File: config.mk
export PLATFORM = sky130hd
export DESIGN_NAME = if_prefetch_stage
export DESIGN_NICKNAME = d
export VERILOG_FILES = /design/src/rtl/if_pkg.sv /design/src/rtl/ifq_fifo.sv /design/src/rtl/if_prefetch_stage.sv
export SDC_FILE = /design/constraint.sdc
export NUM_CORES = 1
export LEC_CHECK = 0
export BUFFER_PORTS_ARGS = -buffer_cell sky130_fd_sc_hd__buf_4
export CORE_MARGIN = 2
export CORE_UTILIZATION = 55
export DETAILED_ROUTE_END_ITERATION = 7
export GPL_TIMING_DRIVEN = 1
export PLACE_DENSITY = 0.88
export SLEW_MARGIN = 10
export SYNTH_ARGS = -nofsm -noshare
export SYNTH_HDL_FRONTEND = slang
export SYNTH_SLANG_ARGS = --single-unit
File: constraint.sdc
create_clock -name clk -period 3.11 [get_ports clk]
set_input_delay 0.4665 -clock clk [delete_from_list [all_inputs] [get_ports clk]]
set_output_delay 0.4665 -clock clk [all_outputs]
set_load 0.01 [all_outputs]
File: src/rtl/if_pkg.sv
// Shared types and defaults for the instruction-fetch prefetch stage.
package if_pkg;

  localparam int unsigned IF_DEFAULT_DEPTH = 4;
  localparam logic [31:0] IF_RESET_PC      = 32'h0000_0000;

  typedef struct packed {
    logic [31:0] pc;
    logic [31:0] instr;
  } if_entry_t;

  // Clear the byte-offset bits so every fetch address is word aligned.
  function automatic logic [31:0] if_word_align(input logic [31:0] addr);
    return addr & ~32'h0000_0003;
  endfunction

endpackage

File: src/rtl/ifq_fifo.sv
// Circular prefetch queue with push/pop/flush, occupancy count and
// combinational head read.
module ifq_fifo
  import if_pkg::*;
#(
  parameter int unsigned DEPTH = IF_DEFAULT_DEPTH,
  localparam int unsigned PW   = $clog2(DEPTH),
  localparam int unsigned CW   = PW + 1
) (
  input  logic            clk,
  input  logic            rst_n,
  input  logic            push,
  input  if_entry_t       push_data,
  input  logic            pop,
  input  logic            flush,
  output logic [CW-1:0]   count,
  output if_entry_t       head
);

  if_entry_t       mem [DEPTH];
  logic [PW-1:0]   head_ptr;
  logic [PW-1:0]   tail_ptr;
  logic [CW-1:0]   cnt;
  logic            full;
  logic            empty;
  logic            do_push;
  logic            do_pop;

  assign full    = (cnt == CW'(DEPTH));
  assign empty   = (cnt == '0);
  assign do_push = push && !flush && !full;
  assign do_pop  = pop  && !flush && !empty;

  // Storage and pointers; flush only rewinds pointers and count.
  always_ff @(posedge clk or negedge rst_n) begin
    if (!rst_n) begin
      head_ptr <= '0;
      tail_ptr <= '0;
      cnt      <= '0;
      for (int i = 0; i < int'(DEPTH); i++) begin
        mem[i] <= '0;
      end
    end else if (flush) begin
      head_ptr <= '0;
      tail_ptr <= '0;
      cnt      <= '0;
    end else begin
      if (do_push) begin
        mem[tail_ptr] <= push_data;
        tail_ptr      <= tail_ptr + PW'(1);
      end
      if (do_pop) begin
        head_ptr <= head_ptr + PW'(1);
      end
      case ({do_push, do_pop})
        2'b10:   cnt <= cnt + CW'(1);
        2'b01:   cnt <= cnt - CW'(1);
        default: cnt <= cnt;
      endcase
    end
  end

  assign count = cnt;
  assign head  = mem[head_ptr];

endmodule

File: src/rtl/if_prefetch_stage.sv
// Instruction-fetch stage: pc/issue control over a 1-cycle-latency imem and a
// prefetch queue feeding decode. Optional perf counters under IF_PERF_CNT_EN.
module if_prefetch_stage
  import if_pkg::*;
#(
  parameter int unsigned DEPTH    = IF_DEFAULT_DEPTH,
  parameter logic [31:0] RESET_PC = IF_RESET_PC
) (
  input  logic        clk,
  input  logic        reset,
  output logic        imem_req,
  output logic [31:0] imem_addr,
  input  logic [31:0] imem_rdata,
  input  logic        redirect,
  input  logic [31:0] redirect_pc,
  output logic        id_valid,
  input  logic        id_ready,
  output logic [31:0] id_instr,
  output logic [31:0] id_pc,
  output logic [31:0] id_pc_plus4
`ifdef IF_PERF_CNT_EN
  ,
  output logic [31:0] perf_fetch_cnt,
  output logic [31:0] perf_flush_cnt
`endif
);

  localparam int unsigned CW = $clog2(DEPTH) + 1;

  logic [31:0]   pc;
  logic [31:0]   fetch_pc;
  logic          inflight;
  logic [CW-1:0] count;
  logic [CW-1:0] credit;
  logic          push;
  logic          pop;
  if_entry_t     push_data;
  if_entry_t     head;

  // Issue only while queued plus in-flight entries leave a free slot.
  assign credit    = count + CW'(inflight);
  assign imem_req  = reset && !redirect && (credit < CW'(DEPTH));
  assign imem_addr = pc;

  assign push      = inflight && !redirect;
  assign pop       = id_valid && id_ready && !redirect;
  assign push_data = '{pc: fetch_pc, instr: imem_rdata};

  always_ff @(posedge clk or negedge reset) begin
    if (!reset) begin
      pc       <= RESET_PC;
      fetch_pc <= '0;
      inflight <= 1'b0;
    end else if (redirect) begin
      pc       <= if_word_align(redirect_pc);
      inflight <= 1'b0;
    end else begin
      inflight <= imem_req;
      if (imem_req) begin
        pc       <= pc + 32'd4;
        fetch_pc <= pc;
      end
    end
  end

  ifq_fifo #(
    .DEPTH (DEPTH)
  ) u_fifo (
    .clk       (clk),
    .rst_n     (reset),
    .push      (push),
    .push_data (push_data),
    .pop       (pop),
    .flush     (redirect),
    .count     (count),
    .head      (head)
  );

  assign id_valid    = (count != '0);
  assign id_instr    = head.instr;
  assign id_pc       = head.pc;
  assign id_pc_plus4 = head.pc + 32'd4;

`ifdef IF_PERF_CNT_EN
  // Free-running event counters, wrapping at 2^32.
  always_ff @(posedge clk or negedge reset) begin
    if (!reset) begin
      perf_fetch_cnt <= '0;
      perf_flush_cnt <= '0;
    end else begin
      if (imem_req) perf_fetch_cnt <= perf_fetch_cnt + 32'd1;
      if (redirect) perf_flush_cnt <= perf_flush_cnt + 32'd1;
    end
  end
`endif

endmodule
Word level (Yosys, flattened, before mapping)
Cells that the tools add are included.
- flip-flop bits (word level): 328
- bits in latches: 0
- RAM bits: 0
- ROM bits: 0
- bits of input ports: 68
- memories: 0
- add/subtract/negate cells: 7
- multiply operators: 0
- div/mod/pow operators: 0
- order comparisons: 4
- eq/ne operators: 3
- shift-type cells: 0
- multiplexer cells: 15
- bitwise gates (word level): 3
- reduce and logical (&&, ||, !) cells: 21
- operator list (operator ; number):
    $bwmux W256 ; 1
    $mux W64 ; 3
    $bmux W64 S2 ; 1
    $demux W64 S2 ; 1
    $add A32 B3 Y32 const B ; 2
    $mux W32 ; 2
    $logic_and A1 B1 Y1 ; 10
    $mux W2 ; 4
    $ge A3 B3 Y1 const B ; 2
    $not A2 Y3 ; 2
    $pmux W3 S2 ; 1
    $reduce_bool A2 Y1 ; 3
    $reduce_bool A3 Y1 ; 2
    $add A2 B1 Y2 const B ; 2
    $reduce_and A2 Y1 ; 2
    $add A3 B1 Y3 ; 1
    $add A3 B1 Y3 const B ; 1
    $eq A3 B3 Y1 const B ; 1
    $logic_not A1 Y1 ; 3
    $logic_not A3 Y1 ; 1
    $lt A3 B1 Y1 const B ; 1
    $lt A3 B3 Y1 const B ; 1
    $mux W3 ; 1
    $sub A3 B1 Y3 const B ; 1
    4 further kinds ; 4

Longest topological paths before layout
- depth in word-level cells: 8
- gate-level depth with buffers: 8

By module
Synthesis repeated with hierarchy kept, for this count alone.
- cell total of the unflattened synthesis: 1093
- area, all modules: 15320.9 µm²
- modules (own cells, without submodules) (module ; instances ; cells each ; area an instance (µm²)):
    ifq_fifo ; 1 ; 684 ; 11853.9
    if_prefetch_stage ; 1 ; 409 ; 3467.1

Worst setup path after synthesis
OpenSTA, ideal clock, no wires.
- kind: register -> output
- from: register u_fifo.head_ptr[0]
- to: output id_pc_plus4[26]
- data arrival time: 2.050 ns
- data required time: 2.643 ns
- slack: 0.594 ns
- stages on the path, launching flop included: 9
- buffers on the path: 2
- cell sequence: dfrtp_1 -> buf_6 -> buf_6 -> mux4_2 -> ha_1 -> inv_1 -> nor3_2 -> nand4_1 -> xnor2_1
- longest elaborated chain between the ends: 5
- RTL lines (what ; line ; source):
    start, declared ; ifq_fifo.sv:21 ; logic [PW-1:0] head_ptr;
    start signal, assigned ; ifq_fifo.sv:53 ; head_ptr <= head_ptr + PW'(1);
    $not A2 Y3 (implied by the code) ; ifq_fifo.sv:64 ; assign head = mem[head_ptr];
    $bmux W64 S2 ; ifq_fifo.sv:64 ;
    $mux W64 (implied by the code) (2 in a row) ; ifq_fifo.sv:64 ;
    via id_pc[2] ; if_prefetch_stage.sv:19 ; output logic [31:0] id_pc,
    $add A32 B3 Y32 ; if_prefetch_stage.sv:82 ; assign id_pc_plus4 = head.pc + 32'd4;
    end, declared ; if_prefetch_stage.sv:20 ; output logic [31:0] id_pc_plus4
The timed path passes the listed nets, and every way through them passes these cells. The select of a mux whose other input is x is not followed.

Worst setup path in the final report
- from: register u_fifo.head_ptr[0]
- to: output id_pc_plus4[31]
- longest elaborated chain between the ends: 5
- RTL lines (what ; line):
    $not A2 Y3 (implied by the code) ; ifq_fifo.sv:64
    $bmux W64 S2 ; ifq_fifo.sv:64
    $mux W64 (implied by the code) (2 in a row) ; ifq_fifo.sv:64
    $add A32 B3 Y32 ; if_prefetch_stage.sv:82
No other way between the ends. The select of a mux whose other input is x is not followed.

==> results.md <==
- Outcome: complete, but fails checks
- Pre-antenna DRT Iters: 5
- Fmax: around 300 MHz
- Final std cells w/o fill: approximately 1,600
- Max Cap Viol: 0
- Largest net degree at the start of global routing: 179
- Initial antenna violation count: 0
- Post-layout min period: 3.261 ns
- Seq/Total Area, Yosys: 0.5415
- Hold Startpoint: redirect_pc[13]
- GRT met1 Usage: 0.3507
- CTS buffer count: 31
- DRT iter0 DRCs: 533
- DRC: 0
- Post-synth EDFFs: 0
- Synth Flop Type: dfrtp_1
- Final HPWL DP: 21,370 um
- Critical Path End Type: output pin
- Total grt overflow: 0
- Grt peak-use layer: met2
- Yosys top cell by area: dfrtp_1
- Top-area cell type share of the netlist area: 0.5415
- Hold Slack: about 0.12 ns
- Failing checks: negative setup slack
- Per-cell routed wire length: 20.51 um
- Syn Area/Cell: about 14 sq um
- Number of fill cells: 1,741
- Setup slack after layout: -0.1512 ns
- PortBufs: 189
- GP Congestion: 0.8132
- DP Cell Count: between 1,500 and 2,000
- Ratio of total power to cell area: 920.3 nW/um^2
- Max Slew Vio Count: 0
- Layout cell share with drive strength beyond 1: 0.4881
- Final #Nets: between 1,000 and 1,500
- Netlist Area Pre-Place: 14,600 sq um
- N_diodes: 0
- Final WL: 33,560 um
- Vias/cell: 5.825
- GR Layer Usage met3: 0.02685
- Commonest cells post-synth: dfrtp_1 (316), mux2_2 (248), nand2_1 (120)
- Die area: 27,870 sq um
- Dominant cells by area after synthesis: dfrtp_1 (54%), mux2_2 (19%), mux4_2 (9.6%), xnor2_1 (3.1%), nand2_1 (3.1%)
- Ys Warns: 0
- Max-slew headroom at the worst pin: 0.3001
- Vias: approximately 9,500
- RR Startpoint: u_fifo.count[0]$_DFFE_PN0P_
- Worst clock skew: between 0.01 and 0.015 ns
- CTS tree: built
- Cell with the most instances after synthesis: dfrtp_1
- Area growth syn-to-layout: 22.30%
- Crit path launch: u_fifo.head_ptr[0]$_DFFE_PN0P_
- Setup Viol. Count Final: 15
- First-pass GRT wire length: 54,480 um
- GR Util All Layers: 0.2423
- Leakage power: 8.450 nW
- TritonCTS Sinks: 316
- Hold/Removal Path Class: input pin to flop
- Startpoint types: flop
- Crit path max fanout: 18
- Row cnt: 59
- Top-level I/O count: 198
- Worst EP arrival: 2.79 ns
- Number of global-route vias before repair: 9,927
- DIE HEIGHT: around 170 um
- Die Span X: 167.0 um
- Clk_lat worst skew: 0.55 ns
- Htree depth: 1
- #FFs+latches synth: 316
- CP Class: flop to output pin
- Dpl cell area: about 16,000 sq um
- Endpoints failing hold: 0
- Slew at the pin closest to its max-slew limit: between 1 and 1.5 ns
- Synth Instances: about 1,100
- Clock transition at the registers of the reported paths: around 0.070 ns
- Clock Path Buffers: 3
- Final Cycle Share: 1.049
- Synth unique cells: 48
- Worst EP required: around 2.6 ns
- Post-DRT Antenna Nets: 0
- Maximum VDD drop: 0.6545 mV
- Final instance area: roughly 18,000 sq um
- Core box area: ~26,000 sq um
- Clock Tree Root: clkbuf_16
- RSZ-0062 raised after global routing: true
- Initial Util: 0.5604
- Ys async rst share: 1.000
- GR Util met2: 0.3992
[what timing repair did]
item	in CTS	in global routing
gates resized for setup	17	7
hold endpoints to repair	9	0
pin swaps	11	7
endpoints found under the setup margin	50	22
setup buffers	25	7
hold buffers	1	0
[cell type report]
type | instances | area (sq um) | share of cell area
clock buffers | 44 | 864.6 | 0.04841
clock inverters | 14 | 165.2 | 0.009247
inverters | 20 | 77.57 | 0.004343
multi-input cells | 663 | 6401 | 0.3584
flip-flops and latches | 316 | 7913 | 0.4430
well taps | 335 | 419.2 | 0.02347
repair buffers | 244 | 2021 | 0.1131
[metrics by stage]
stage / setup slack, ns / TNS [ns] / util / power, mW
6_report: -0.1512 / -0.7673 / 0.6854 / 16.44
5_1_grt: -0.3034 / -2.708 / 0.6854 / 17.27
4_1_cts: -0.1802 / -0.6778 / 0.6819 / 16.37
3_5_place_dp: 0.1107 / 0 / 0.6298 / 12.22
3_3_place_gp: 0.1270 / 0 / 0.6298 / 11.94
2_1_floorplan: 0.5936 / 0 / - / 9.728
[cells in the final DEF (no fill, tap or decap), types with 9 or more instances in the layout]
cell	instances
buf_4	227
mux2_2	248
dfrtp_1	314
clkbuf_16	31
inv_1	18
nand2_1	116
nand4_1	11
xnor2_1	51
clkbuf_1	9
o21ai_0	32
nor3_1	9
nand3_1	23
mux4_2	62
buf_12	14
nor2_1	22
[worst paths after layout]
kind / to / cells past startpoint / slack, ns
max in group asynchronous: u_fifo.mem[198]$_DFFE_PN0P_ / 3 / 1.56
setup reg to reg: imem_addr[28]$_DFFE_PN0N_ / 5 / 0.61
min in group asynchronous: imem_addr[10]$_DFFE_PN0N_ / 2 / 0.31
setup / recovery: id_pc_plus4[31] / 8 / -0.15
hold / removal: imem_addr[13]$_DFFE_PN0N_ / 3 / 0.12
hold reg to reg: u_fifo.mem[74]$_DFFE_PN0P_ / 1 / 0.50
[report_power, final]
group	switching, mW	internal (mW)	leakage (nW)
registers	0.935	5.36	4.13
clock network	1.57	2.19	0.501
logic	2.78	3.59	3.82
total	5.29	11.1	8.45
[critical path: stages (launching register included)]
cell and delay, ns:
dfrtp_4 0.46, buf_4 0.14, buf_12 0.19, mux4_2 0.61
and2_1 0.21, and3_1 0.18, nand4_1 0.16, xnor2_1 0.14
buf_4 0.16
[registers in the layout (all words and copies together) (netlist names)]
signal,count
imem_addr,30
u_fifo.count,3
fetch_pc,30
inflight,1
u_fifo.tail_ptr,2
u_fifo.mem,248
u_fifo.head_ptr,2
[routing by layer]
| metal | up-vias | wire length (um) |
|---|---|---|
| li1 | 4230 | - |
| met1 | 4988 | 14700 |
| met2 | 256 | 16620 |
| met3 | 55 | 1565 |
| met4 | 0 | 663 |
| met5 | - | 0 |
[kinds of logic after synthesis]
kind of cell / count (synthesis) / synth area share
mux: 313 / 0.2889
fa+ha+maj: 7 / 0.006511
compound gates: 49 / 0.02142
simple gates: 232 / 0.07788
other cells: 1 / 0.0002568
buf+inv: 84 / 0.02999
xor+xnor: 56 / 0.03358
flops: 316 / 0.5415
(Power assumes the default switching activity.)
